**src/rtl/sd_word_bridge.sv**
```systemverilog
// Word-to-byte bridge in front of the sdcard byte-access block: one 32-bit load/store
// becomes four serial byte commands, big-endian, guarded by a per-byte stall watchdog.
`timescale 1ns/1ps
module sd_word_bridge #(
    parameter int TIMEOUT_W = 24,
    parameter int SETTLE    = 1
) (
    input  logic        clk,
    input  logic        xrst,
    input  logic        req_read,
    input  logic        req_write,
    input  logic [31:0] req_addr,
    input  logic [31:0] req_wdata,
    output logic [31:0] req_rdata,
    output logic        req_busy,
    output logic        req_done,
    output logic        req_err,
    output logic [31:0] sd_addr,
    output logic [7:0]  sd_write_data,
    input  logic [7:0]  sd_read_data,
    output logic        sd_read,
    output logic        sd_write,
    input  logic        sd_ready
);

    typedef enum logic [2:0] {
        S_IDLE,
        S_WAIT_RDY,
        S_ISSUE,
        S_SETTLE,
        S_WAIT_ACK,
        S_DONE
    } state_t;

    localparam logic [TIMEOUT_W-1:0] WDOG_MAX    = '1;
    localparam logic [TIMEOUT_W-1:0] SETTLE_LAST = (SETTLE > 0) ? TIMEOUT_W'(SETTLE - 1) : '0;

    state_t               state_q, state_d;
    logic [31:0]          base_q, base_d;
    logic [31:0]          wdata_q, wdata_d;
    logic [31:0]          rdata_q, rdata_d;
    logic [31:0]          sd_addr_q, sd_addr_d;
    logic [7:0]           sd_wdata_q, sd_wdata_d;
    logic                 op_write_q, op_write_d;
    logic                 err_q, err_d;
    logic [1:0]           idx_q, idx_d;
    logic [TIMEOUT_W-1:0] wdog_q, wdog_d;
    logic [1:0]           issue_idx;
    logic                 load_issue;

    // The watchdog counter doubles as the settle counter: the two never run at once.
    always_comb begin
        // NOTE: every signal assigned here gets its default first, so no path can infer a latch.
        state_d    = state_q;
        base_d     = base_q;
        wdata_d    = wdata_q;
        rdata_d    = rdata_q;
        sd_addr_d  = sd_addr_q;
        sd_wdata_d = sd_wdata_q;
        op_write_d = op_write_q;
        err_d      = err_q;
        idx_d      = idx_q;
        wdog_d     = wdog_q;
        issue_idx  = idx_q;
        load_issue = 1'b0;

        case (state_q)
            S_IDLE: begin
                if (req_read || req_write) begin
                    base_d     = req_addr & ~32'h3;
                    wdata_d    = req_wdata;
                    op_write_d = req_write;
                    err_d      = 1'b0;
                    idx_d      = 2'd0;
                    wdog_d     = '0;
                    state_d    = S_WAIT_RDY;
                end
            end
            S_WAIT_RDY: begin
                if (sd_ready) begin
                    load_issue = 1'b1;
                    state_d    = S_ISSUE;
                end else if (wdog_q == WDOG_MAX) begin
                    err_d   = 1'b1;
                    state_d = S_DONE;
                end else begin
                    wdog_d = wdog_q + TIMEOUT_W'(1);
                end
            end
            S_ISSUE: begin
                wdog_d  = '0;
                state_d = (SETTLE == 0) ? S_WAIT_ACK : S_SETTLE;
            end
            S_SETTLE: begin
                if (wdog_q == SETTLE_LAST) begin
                    wdog_d  = '0;
                    state_d = S_WAIT_ACK;
                end else begin
                    wdog_d = wdog_q + TIMEOUT_W'(1);
                end
            end
            S_WAIT_ACK: begin
                if (sd_ready) begin
                    if (!op_write_q) begin
                        rdata_d[8*(3-int'(idx_q)) +: 8] = sd_read_data;
                    end
                    if (idx_q == 2'd3) begin
                        state_d = S_DONE;
                    end else begin
                        idx_d      = idx_q + 2'd1;
                        issue_idx  = idx_q + 2'd1;
                        load_issue = 1'b1;
                        state_d    = S_ISSUE;
                    end
                end else if (wdog_q == WDOG_MAX) begin
                    err_d   = 1'b1;
                    state_d = S_DONE;
                end else begin
                    wdog_d = wdog_q + TIMEOUT_W'(1);
                end
            end
            S_DONE: begin
                state_d = S_IDLE;
            end
            default: begin
                state_d = S_IDLE;
            end
        endcase

        // Address and write byte are registered on entry to ISSUE and held until the next one.
        if (load_issue) begin
            sd_addr_d = base_q + {30'd0, issue_idx};
            if (op_write_q) begin
                sd_wdata_d = wdata_q[8*(3-int'(issue_idx)) +: 8];
            end
        end
    end

    // NOTE: state registers use non-blocking assignments so every flop samples pre-edge values.
    always_ff @(posedge clk or negedge xrst) begin
        // NOTE: every flop is reset, so a transaction abandoned by reset leaves no residue.
        if (!xrst) begin
            state_q    <= S_IDLE;
            base_q     <= '0;
            wdata_q    <= '0;
            rdata_q    <= '0;
            sd_addr_q  <= '0;
            sd_wdata_q <= '0;
            op_write_q <= 1'b0;
            err_q      <= 1'b0;
            idx_q      <= '0;
            wdog_q     <= '0;
        end else begin
            state_q    <= state_d;
            base_q     <= base_d;
            wdata_q    <= wdata_d;
            rdata_q    <= rdata_d;
            sd_addr_q  <= sd_addr_d;
            sd_wdata_q <= sd_wdata_d;
            op_write_q <= op_write_d;
            err_q      <= err_d;
            idx_q      <= idx_d;
            wdog_q     <= wdog_d;
        end
    end

    assign req_rdata     = rdata_q;
    assign req_err       = err_q;
    assign req_done      = (state_q == S_DONE);
    assign req_busy      = (state_q != S_IDLE) && (state_q != S_DONE);
    assign sd_addr       = sd_addr_q;
    assign sd_write_data = sd_wdata_q;
    assign sd_read       = (state_q == S_ISSUE) && !op_write_q;
    assign sd_write      = (state_q == S_ISSUE) && op_write_q;

endmodule

```
**config.mk**
```make
export PLATFORM = sky130hd
export DESIGN_NAME = sd_word_bridge
export DESIGN_NICKNAME = d
export VERILOG_FILES = /design/src/rtl/sd_word_bridge.sv
export SDC_FILE = /design/constraint.sdc
export NUM_CORES = 1
export LEC_CHECK = 0
export ABC_AREA = 1
export BUFFER_PORTS_ARGS = -buffer_cell sky130_fd_sc_hd__buf_4
export CAP_MARGIN = 20
export CORE_AREA = 10 10 137 139
export CTS_CLUSTER_SIZE = 10
export DETAILED_ROUTE_END_ITERATION = 8
export DIE_AREA = 0 0 147 149
export PLACE_DENSITY = 0.84
export SYNTH_ARGS = -nofsm -noshare
export SYNTH_HDL_FRONTEND = slang
export SYNTH_SLANG_ARGS = --single-unit
```
**constraint.sdc**
```tcl
create_clock -name clk -period 1.99 [get_ports clk]
set_input_delay 0.398 -clock clk [delete_from_list [all_inputs] [get_ports clk]]
set_output_delay 0.398 -clock clk [all_outputs]
set_load 0.02 [all_outputs]
```
## After elaboration in Yosys (flattened, before gate mapping)

Index checks and enable logic that the tools add are counted.

| word-level totals | value |
|---|---|
| flip-flop bits (word level) | 165 |
| input bits | 77 |
| output and inout port bits | 77 |
| word-level logic and storage cells | 78 |

| cells by class | value |
|---|---|
| $add $sub $neg | 6 |
| eq/ne operators | 13 |
| shift-type cells | 3 |
| multiplexer cells | 26 |
| bitwise logic cells | 1 |
| reductions and logical operators | 19 |

Operator list:

| cell | count |
|---|---|
| $mux W24 | 4 |
| $pmux W24 S4 | 1 |
| $neg A6 Y33 | 1 |
| $shift A8 B33 Y32 const A | 1 |
| $shiftx A8 B33 Y32 | 1 |
| $add A32 B2 Y32 | 1 |
| $bwmux W32 | 1 |
| $shiftx A32 B6 Y8 | 1 |
| $add A24 B1 Y24 const B | 1 |
| $eq A24 B24 Y1 const B | 1 |
| $logic_not A24 Y1 | 1 |
| $mux W3 | 6 |
| $pmux W3 S5 | 1 |
| $mux W2 | 4 |
| $ne A2 B2 Y1 const B | 4 |
| $reduce_and A2 Y1 | 4 |
| $reduce_and A4 Y1 | 2 |
| $eq A3 B2 Y1 const B | 2 |
| $eq A3 B3 Y1 const B | 2 |
| $mux W1 | 6 |
| $sub A2 B2 Y3 const A | 2 |
| $pmux W1 S2 | 2 |
| $pmux W2 S2 | 1 |
| $reduce_bool A2 Y1 | 2 |
| other kinds (14) | 16 |

## Logic depth before layout (Yosys ltp)

Gate-level depths: netlist of the first run.

| depth | value |
|---|---|
| word-level depth | 6 |
| gate-level depth with buffers | 13 |
| mapped depth without buffers | 12 |

## Worst setup path after synthesis of the first run

No wires, ideal clock.

| timing | value |
|---|---|
| kind | reg-to-reg |
| start point | register idx_q[0] |
| end point | register rdata_q[0], in the netlist req_rdata[0] |
| setup time | 0.121 ns |
| arrival | 2.046 ns |
| data required time | 1.869 ns |
| slack | -0.176 ns |
| cell stages (with the launch flop) | 10 |
| buffers on the path | 2 |
| period minus slack after synthesis | 2.166 ns |
| cell sequence | dfrtp_1 -> clkinv_1 -> clkbuf_1 -> ha_1 -> clkbuf_1 -> clkinv_1 -> nand2_1 -> nor2_1 -> nand3_1 -> nand2_1 |

| between the ends | value |
|---|---|
| longest elaborated chain between the ends | 4 |
| elaborated cells between the ends (all ways) | 5 |
| classes of those cells | add/sub: 2; shift: 2; mux: 1 |

Ends and longest elaborated chain:

| what | line | text |
|---|---|---|
| start, declared | 46 | `logic [1:0] idx_q, idx_d;` |
| start signal, assigned | 162 | `idx_q <= idx_d;` |
| $sub A2 B2 Y3 * | 105 | `rdata_d[8*(3-int'(idx_q)) +: 8] = sd_read_data;` |
| $neg A6 Y33 * | 105 |  |
| $shiftx A8 B33 Y32 / $shift A8 B33 Y32 (equally long branches) | 105 |  |
| $bwmux W32 * | 105 |  |
| end signal, assigned | 157 | `rdata_q <= rdata_d;` |
| end, declared | 41 | `logic [31:0] rdata_q, rdata_d;` |

Every way passes the cells marked *; elsewhere a longest branch is shown, timed or not.
A chain may end at the register's enable or synchronous reset.

## Worst setup path in the final report of the first run

| timing | value |
|---|---|
| start point | register state_q[2] |
| end point | output req_busy |

| between the ends | value |
|---|---|
| longest elaborated chain between the ends | 2 |
| elaborated cells between the ends (all ways) | 3 |
| classes of those cells | eq/ne: 1; reduce/logical: 2 |

Ends and longest elaborated chain:

| what | line | text |
|---|---|---|
| start, declared | 38 | `state_t state_q, state_d;` |
| start signal, assigned | 154 | `state_q <= state_d;` |
| $ne A3 B3 Y1 / $reduce_bool A3 Y1 (equally long branches) | 170 | `assign req_busy = (state_q != S_IDLE) && (state_q != S_DONE);` |
| $logic_and A1 B1 Y1 * | 170 |  |
| end, declared | 15 | `output logic req_busy,` |

Marked as above.

==> impl_metrics.ini, run 1 <==
[setup_path]
crit_required_ns = 1.59
worst-r2r-setup-slack_ns = 0.21
start_kind = flip-flop
cp-end-kind = output port
timing.rr.start = idx_q[1]
path_class = flip-flop to output port
critPathMaxFanout = 9
r2r_cells = 11
r2r_end = sd_write_data[1]
arrival_ns = 1.51

[yosys]
synth_top_area_frac = 0.523
synth.avg_cell_area_sq_um = 7.76
yosys_warnings = 0
synth_most_common_cell = nand2_1
syn-instance-count = 1018
ys.flop_type = dfrtp_1
yosys.area.top_type = dfrtp_1
synthTopCellsByArea = dfrtp_1 (52%), nand2_1 (22%), o21ai_0 (4.6%)
synth_area_sq_mm = 0.00790
synth_seq_cells = 165
ys_seq_area_frac = 0.523
synth_cell_types = 33
synthTopCellsByCount = nand2_1 (470), dfrtp_1 (165), o21ai_0 (72)
synth_edf_count = 0
synth_nets = 1104
async_reset_ff_frac = 1.00

[timing]
tightest_slew_ns = 0.778
slew_headroom = 0.481
finalClockSkew_ns = 0.00834
finalCritPeriodShare = 0.956
setup_slack_ns = 0.0868
setup_tns_ns = 0
setup_viol = 0
drv_slew = 0
finalHoldViolations = 0
max_freq_mhz = 525
fin_crit_ns = 1.90

[floorplan]
fp-row-count = 47
design.core.area_sq_mm = 0.0162
start_util = 0.488
die_x_um = 147
ioPinCount = 154
die_area_sq_mm = 0.0219
die_h_um = 149

[finish]
fin_nets = 1266
syn_to_final_growth_pct = 27.2
num_antenna_cells = 0
drive_gt1_frac = 0.203
fin_area_sq_mm = 0.0100
n_fill_cell = 1368

[placed_design]
portBuffers = 151
pre_cts_slack_ns = 0.0377
gp_congestion = 0.924
place_area_sq_mm = 0.00939
hpwlAfterDp_um = 15100

[run_status]
status = completed

[job]
drv_cap = 0

[global_routing]
antenna_found_initial = 0
track_usage = 0.192
grt_max_degree = 85
grt_overflow = 0
grt_pass1_wl_um = 35000
grt_pass1_vias = 7165

[clock_tree]
path_clk_slew_ns = 0.07
cts.sinks = 165
cts.path.max_buffers = 2
cts_tree = built
cts-root-buf = clkbuf_16
cts_inserted_buffers = 17
cts_max_level = 4
clk-insertion-delay-late_ns = 0.43

[drt]
drc = 0
wl_per_cell_um = 14.7
avgViaCountPerCell = 5.04
vias = 7126
routed_wl_um = 20800
first_pass_iters = 5
drt_iter0_markers = 532
ant_nets = 0

[power_and_ir_drop]
total_power_uw = 7310
p_per_area_mw_per_mm2 = 727
leakage_uw = 0.00551
ir_worst_vdd_uv = 612

[hold_path]
hold_depth = 3
hold_class = input pin to flip-flop
min_to = base_q[4]
min_from = req_addr[4]
## state kept, by name (all words and copies together), names as in the netlist, 2 cells and up
name           cells
idx_q              2
sd_addr           32
sd_write_data      8
req_rdata         32
wdog_q            24
wdata_q           32
base_q            30
state_q            3
## per-layer routing
layer | wire, um | GRT usage | vias to the layer above
li1 | - | - | 3530
met5 | 0 | 0 | -
met1 | 8530 | 0.228 | 3350
met4 | 328 | 0.0560 | 0
met2 | 10200 | 0.320 | 223
met3 | 1830 | 0.0725 | 23
## placed cells by master (no fill, tap or decap), drive strengths merged
cell	Yosys	routed
nor3	3	3
nand4	24	24
o21ai	81	81
xor2	9	9
nand2	475	475
a21oi	10	10
clkinv	2	6
clkinvlp	0	1
o22ai	1	1
inv	71	77
o211ai	8	8
nor2	68	68
o21bai	1	1
dfrtp	165	165
clkbuf	16	18
bufinv	0	3
dlygate4sd3	0	1
nand3	54	54
ha	9	9
buf	20	178
nand3b	1	1
## area by class of cell
cell class                      count  area (sq um)  share of cell area
Clock buffer                       18           429              0.0427
Clock inverter                     14           194              0.0193
Inverter                           73           279              0.0278
Multi-Input combinational cell    744          3340               0.332
Sequential cell                   165          4130               0.411
Tap cell                          220           275              0.0274
Timing Repair Buffer              179          1400               0.139
## power by group
group	internal, uW	total, uW	switching, uW
sequential	3440	3490	42.6
clock	2020	3460	1440
combinational	161	357	196
total	5620	7310	1680
## worst max-delay path: stages (launching register included)
cell	delay [ns]
dfrtp_1	0.45
inv_4	0.14
nor3_2	0.04
buf_4	0.16
nor2_1	0.11
buf_4	0.18
## stage by stage
stage                     instances  hold WS, ns  utilization
after floorplan                1018        0.102            -
after global placement         1379        0.294        0.581
after detailed placement       1379        0.296        0.581
after CTS                      1412        0.154        0.620
after global routing           1413        0.166        0.621
final                          1413        0.164        0.621
## cell families (layout without fill, tap and decap cells)
| kind of cell | Yosys count | in the layout | synth area share |
|---|---|---|---|
| AND/OR/NAND/NOR | 625 | 625 | 0.326 |
| flip-flops | 165 | 165 | 0.523 |
| buffers and inverters | 109 | 284 | 0.0573 |
| AO/OA/AOI/OAI | 101 | 101 | 0.0697 |
| adder cells (fa/ha/maj) | 9 | 9 | 0.0143 |
| XOR/XNOR | 9 | 9 | 0.00998 |
## how the worst max path moves through the flow
stage / from / end / slack, ns / depth (start not counted)
2_1_floorplan: idx_q[0] / req_rdata[0] / 0.06 / 9
3_3_place_gp: idx_q[1] / sd_write_data[7] / 0.06 / 11
3_5_place_dp: idx_q[1] / sd_write_data[7] / 0.04 / 11
4_1_cts: idx_q[0] / sd_write_data[7] / 0.02 / 11
5_1_grt: state_q[2] / req_busy / -0.005 / 5
6_report: state_q[2] / req_busy / 0.09 / 5
## timing repair
action / CTS / global route
gates resized for setup: 0 / 7
setup endpoints to repair: 0 / 9
buffers inserted: 0 / 1
endpoints found under the hold margin: 27 / 0
hold buffers: 1 / 0
Note: power is estimated with default switching activity, not from simulation.
==> inputs of run 2 (changes only) <==
--- a/config.mk
+++ b/config.mk
@@ -8,11 +8,13 @@
 export ABC_AREA = 1
 export BUFFER_PORTS_ARGS = -buffer_cell sky130_fd_sc_hd__buf_4
 export CAP_MARGIN = 20
-export CORE_AREA = 10 10 137 139
+export CELL_PAD_IN_SITES_DETAIL_PLACEMENT = 1
+export CELL_PAD_IN_SITES_GLOBAL_PLACEMENT = 1
+export CORE_AREA = 10 10 160 162
 export CTS_CLUSTER_SIZE = 10
 export DETAILED_ROUTE_END_ITERATION = 8
-export DIE_AREA = 0 0 147 149
-export PLACE_DENSITY = 0.84
+export DIE_AREA = 0 0 170 172
+export PLACE_DENSITY = 0.83
 export SYNTH_ARGS = -nofsm -noshare
 export SYNTH_HDL_FRONTEND = slang
 export SYNTH_SLANG_ARGS = --single-unit
==> run 2 against run 1 <==
Net effect:
- sequential share of layout area fell by 0.26 points
- die area rose by 33%
- sequential power is essentially flat
- flip-flop and latch count unchanged
- first-iteration DRC count decreased by 33%
- count of clock-buffer cells in the layout rose by 2
==> impl_metrics.ini, run 2 (same netlist as run 1, synthesis figures left out) <==
[timing]
max_freq_mhz = 524
finalCritPeriodShare = 0.960
fin_crit_ns = 1.91
rsz0062_at_grt = true
tightest_slew_ns = 0.840
finalClockSkew_ns = 0.00937
finalHoldViolations = 0
drv_slew = 0
slew_headroom = 0.439
setup_viol = 0
setup_slack_ns = 0.0804

[global_routing]
grt_pass1_vias = 8155
grt_max_degree = 85
antenna_found_initial = 0
grt_overflow = 0
track_usage = 0.175
grt_pass1_wl_um = 41300

[placed_design]
pre_cts_slack_ns = -0.0701
gp_congestion = 0.817
hpwlAfterDp_um = 18300
portBuffers = 151

[clock_tree]
cts.path.max_buffers = 2
cts_setup_buffers = 0
cts.sinks = 165
cts_inserted_buffers = 17
clk-insertion-delay-late_ns = 0.42
path_clk_slew_ns = 0.07
cts_max_level = 4
cts_tree = built
cts-root-buf = clkbuf_16

[power_and_ir_drop]
ir_worst_vdd_uv = 514
total_power_uw = 7210
p_per_area_mw_per_mm2 = 712
leakage_uw = 0.00552

[finish]
drive_gt1_frac = 0.207
syn_to_final_growth_pct = 28.1
final_cell_mix = nand2_1 (470), buf_4 (175), dfrtp_1 (162), o21ai_0 (72), inv_1 (65)
fin_nets = 1268
final_common_cell = nand2_1
num_antenna_cells = 0

[run_status]
status = completed

[drt]
ant_nets = 0
drt_iter0_markers = 359
drc = 0
avgViaCountPerCell = 4.93
vias = 7290
first_pass_iters = 5
routed_wl_um = 24700
wl_per_cell_um = 16.7

[floorplan]
ioPinCount = 154
design.core.area_sq_mm = 0.0224
fp-row-count = 55
die_x_um = 170
start_util = 0.353
die_h_um = 172
die_area_sq_mm = 0.0292

[setup_path]
start_kind = flip-flop
cp-end-kind = output port
crit_required_ns = 1.59
critPathMaxFanout = 5
arrival_ns = 1.51
path_class = flip-flop to output port

[job]
drv_cap = 0

[hold_path]
hold_class = input pin to flip-flop
run 2: changes by cell type in the layout (fill, tap and decap cells not counted), sizes merged:
cell,delta
inv,+1
clkinvlp,-1
clkbuf,+2
buf,+2
bufinv,-2
run 2: power by group:
part,internal (uW),switching (uW),total (uW)
registers,3440,44.0,3490
logic,163,209,372
clock network,1870,1480,3350
run 2: layout make-up:
class	instances	area (sq um)
fill	2736	12200
sequential	165	4130
multi-input combinational	744	3340
timing repair buffer	181	1420
clock buffer	20	467
tap	285	357
inverter	73	277
clock inverter	12	133
run 2: through the flow:
step | utilization | instance area, sq um | std cells | TNS, ns | hold WS (ns)
after floorplan | - | 7910 | 1018 | 0 | 0.102
final | 0.452 | 10100 | 1480 | 0 | 0.169
after detailed placement | 0.425 | 9490 | 1447 | -0.472 | 0.351
after CTS | 0.452 | 10100 | 1480 | 0 | 0.154
after global placement | 0.425 | 9490 | 1447 | 0 | 0.350
after global routing | 0.452 | 10100 | 1480 | -1.02 | 0.160
run 2: repair_timing:
| action | CTS | global route |
|---|---|---|
| endpoints found under the setup margin | 10 | 41 |
| gates resized for setup | 2 | 5 |
| hold buffers | 1 | 0 |
| pin swaps | 0 | 0 |
| hold endpoints to repair | 36 | 0 |
run 2: worst paths after layout:
kind / depth (start not counted) / to / from / slack (ns)
min in group asynchronous: 2 / base_q[15] / xrst / 0.45
worst min-delay path: 3 / base_q[15] / req_addr[15] / 0.17
worst min register to register: 2 / base_q[30] / base_q[30] / 0.47
worst max register to register: 9 / wdog_q[3] / wdog_q[17] / 0.14
worst max-delay path: 5 / req_busy / state_q[1] / 0.08
max in group asynchronous: 3 / sd_addr[5] / xrst / 0.88
run 2: metal layers:
layer	global-route usage	vias to the layer above	part of all wire
li1	-	3534	-
met1	0.206	3581	0.42
met2	0.306	152	0.51
met3	0.0511	23	0.062
met4	0.0412	0	0.011
met5	0	-	0
run 2: worst max-delay path, stage by stage (launching register included):
cell,delay (ns)
dfrtp_2,0.45
nor2_4,0.17
nand2_1,0.13
inv_1,0.11
nor2_1,0.06
buf_4,0.17
==> inputs of run 3 (changes only) <==
==> config.mk (replaced) <==
export PLATFORM = sky130hd
export DESIGN_NAME = sd_word_bridge
export DESIGN_NICKNAME = d
export VERILOG_FILES = /design/src/rtl/sd_word_bridge.sv
export SDC_FILE = /design/constraint.sdc
export NUM_CORES = 1
export LEC_CHECK = 0
export BUFFER_PORTS_ARGS = -buffer_cell sky130_fd_sc_hd__buf_4
export CAP_MARGIN = 20
export CELL_PAD_IN_SITES_DETAIL_PLACEMENT = 1
export CELL_PAD_IN_SITES_GLOBAL_PLACEMENT = 1
export CORE_AREA = 10 10 150 152
export CTS_CLUSTER_SIZE = 10
export DETAILED_ROUTE_END_ITERATION = 8
export DIE_AREA = 0 0 160 162
export PLACE_DENSITY = 0.84
export SYNTH_ARGS = -nofsm -noshare
export SYNTH_HDL_FRONTEND = slang
export SYNTH_SLANG_ARGS = --single-unit
==> run 3 against run 2 <==
Net effect:
- sequential share of layout area down 0.47 points
- wire length rose by 2.0%
- flip-flop and latch count stayed put
- synthesized cell count fell by 38%
- worst setup slack lost 0.23 ns
- clock power is 6.0% lower
- via count down 16%
- highest routed layer unchanged
- the flow now finishes with violations (setup timing)
- non-clock buffer count up 44
- hold slack improved by 0.024 ns
- register-to-register slack worse by 0.29 ns
- clock skew fell by 0.0018 ns
- largest power group is now combinational logic
- combinational power rose to 19 times the previous value
==> impl_metrics.ini, run 3 <==
[timing]
tightest_slew_ns = 0.584
finalHoldViolations = 0
fin_crit_ns = 2.14
slew_headroom = 0.609
finalClockSkew_ns = 0.00753
setup_slack_ns = -0.153
setup_viol = 19
max_freq_mhz = 467
drv_slew = 0
finalCritPeriodShare = 1.08
rsz0062_at_grt = true

[finish]
postLayoutCoreUtil = 0.528
fin_nets = 933
final_common_cell = buf_4
drive_gt1_frac = 0.483
num_antenna_cells = 0
syn_to_final_growth_pct = 37.1
final_cell_mix = buf_4 (207), dfrtp_1 (160), mux2_2 (92), nand2_1 (87), o21ai_0 (37)
fin_area_sq_mm = 0.0102

[job]
drv_cap = 0

[run_status]
status = complete, but fails checks
violations = setup timing

[power_and_ir_drop]
p_per_area_mw_per_mm2 = 1510
ir_worst_vdd_uv = 857
leakage_uw = 0.00466

[yosys]
synth_cell_types = 64
syn-instance-count = 634
yosys_warnings = 0
ys_seq_area_frac = 0.553
synth_seq_cells = 165
synth_area_sq_mm = 0.00747
synthTopCellsByArea = dfrtp_1 (55%), mux2_2 (14%), nand2_1 (4.4%)
synth_top_area_frac = 0.553
synthTopCellsByCount = dfrtp_1 (165), mux2_2 (92), nand2_1 (88)
synth.avg_cell_area_sq_um = 11.8
yosys.area.top_type = dfrtp_1
async_reset_ff_frac = 1.00
ys.flop_type = dfrtp_1
synth_nets = 720
synth_most_common_cell = dfrtp_1
synth_edf_count = 0

[clock_tree]
clk-insertion-delay-late_ns = 0.43
cts-root-buf = clkbuf_16
cts_tree = built
cts.path.max_buffers = 2
path_clk_slew_ns = 0.07
cts.sinks = 165
cts_inserted_buffers = 17
cts_max_level = 4

[floorplan]
design.core.area_sq_mm = 0.0194
ioPinCount = 154
die_x_um = 160
start_util = 0.385
die_h_um = 162
die_area_sq_mm = 0.0259
fp-row-count = 51

[drt]
vias = 6100
routed_wl_um = 25200
drc = 0
first_pass_iters = 5
ant_nets = 0
avgViaCountPerCell = 5.42
drt_iter0_markers = 327
wl_per_cell_um = 22.4

[setup_path]
crit_required_ns = 2.31
cp-end-kind = flip-flop
arrival_ns = 2.46
critPathMaxFanout = 10
path_class = flip-flop to flip-flop
start_kind = flip-flop

[placed_design]
place_area_sq_mm = 0.00933
portBuffers = 151
pre_cts_slack_ns = -0.0352
gp_congestion = 0.838
hpwlAfterDp_um = 16800

[global_routing]
antenna_found_initial = 0
grt_pass1_vias = 6698
grt_overflow = 0
track_usage = 0.180
grt_max_degree = 67
grt_pass1_wl_um = 37700

[hold_path]
hold_class = input pin to flip-flop
run 3: cell types whose count changed after synthesis, moves of 33 or more:
| cell | delta |
|---|---|
| nand2_1 | -382 |
| mux2_2 | +92 |
| inv_1 | -55 |
| nor2_1 | -47 |
| nand3_1 | -34 |
| o21ai_0 | -33 |
run 3: final timing paths:
path	startpoint	end	slack, ns	depth (start not counted)
setup / recovery	wdog_q[16]	wdog_q[21]	-0.15	5
hold / removal	req_addr[24]	base_q[24]	0.19	2
setup reg to reg	wdog_q[16]	wdog_q[21]	-0.15	5
hold reg to reg	req_rdata[7]	req_rdata[7]	0.48	2
max in group asynchronous	xrst	sd_addr[5]	1.01	3
min in group asynchronous	xrst	req_rdata[4]	0.38	2
run 3: stage by stage:
step	std cells	power (uW)	setup TNS (ns)	hold slack (ns)
2_1_floorplan	634	8960	0	0.102
5_1_grt	1125	16300	-2.15	0.178
3_5_place_dp	1074	11800	-0.230	0.249
3_3_place_gp	1074	11300	0	0.252
4_1_cts	1111	15100	-0.00621	0.181
6_report	1125	15500	-1.35	0.193
run 3: repair_timing:
action | 4_1_cts | 5_1_grt
setup endpoints to repair | 24 | 35
hold endpoints to repair | 15 | 0
gates resized for setup | 6 | 49
buffers inserted | 3 | 13
hold buffers | 1 | 0
pin swaps | 1 | 13
gates cloned | 1 | 1
run 3: logic make-up after synthesis:
family | synth area share
and+or+nand+nor | 0.133
buffers and inverters | 0.0308
xor gates and xnor gates | 0.00117
muxes | 0.164
DFF | 0.553
AOI/OAI and AO/OA | 0.103
adders and majority gates | 0.0151
run 3: final cells by class:
class | instances | area [sq um]
clock buffer | 19 | 443
multi-input combinational | 426 | 3340
timing repair buffer | 225 | 1840
tap | 265 | 332
fill | 2109 | 9160
inverter | 12 | 45.0
clock inverter | 13 | 113
sequential | 165 | 4140
run 3: where the power goes:
part / total [uW] / switching [uW] / internal, uW
Sequential: 5320 / 760 / 4560
Combinational: 7000 / 3560 / 3440
Clock: 3150 / 1480 / 1670
run 3: metal layers:
layer,vias up,global-route usage,share of wire
met5,-,0,0
met4,0,0.0422,0.025
met3,56,0.0743,0.080
met2,222,0.317,0.52
met1,3106,0.198,0.38
li1,2716,-,-
run 3: worst max-delay path: stages, from the launching register on:
cell and delay [ns]:
dfrtp_1 0.50, nand4_1 0.27, nor4_4 0.43, and4_2 0.51, nor3_1 0.14, a21o_1 0.18
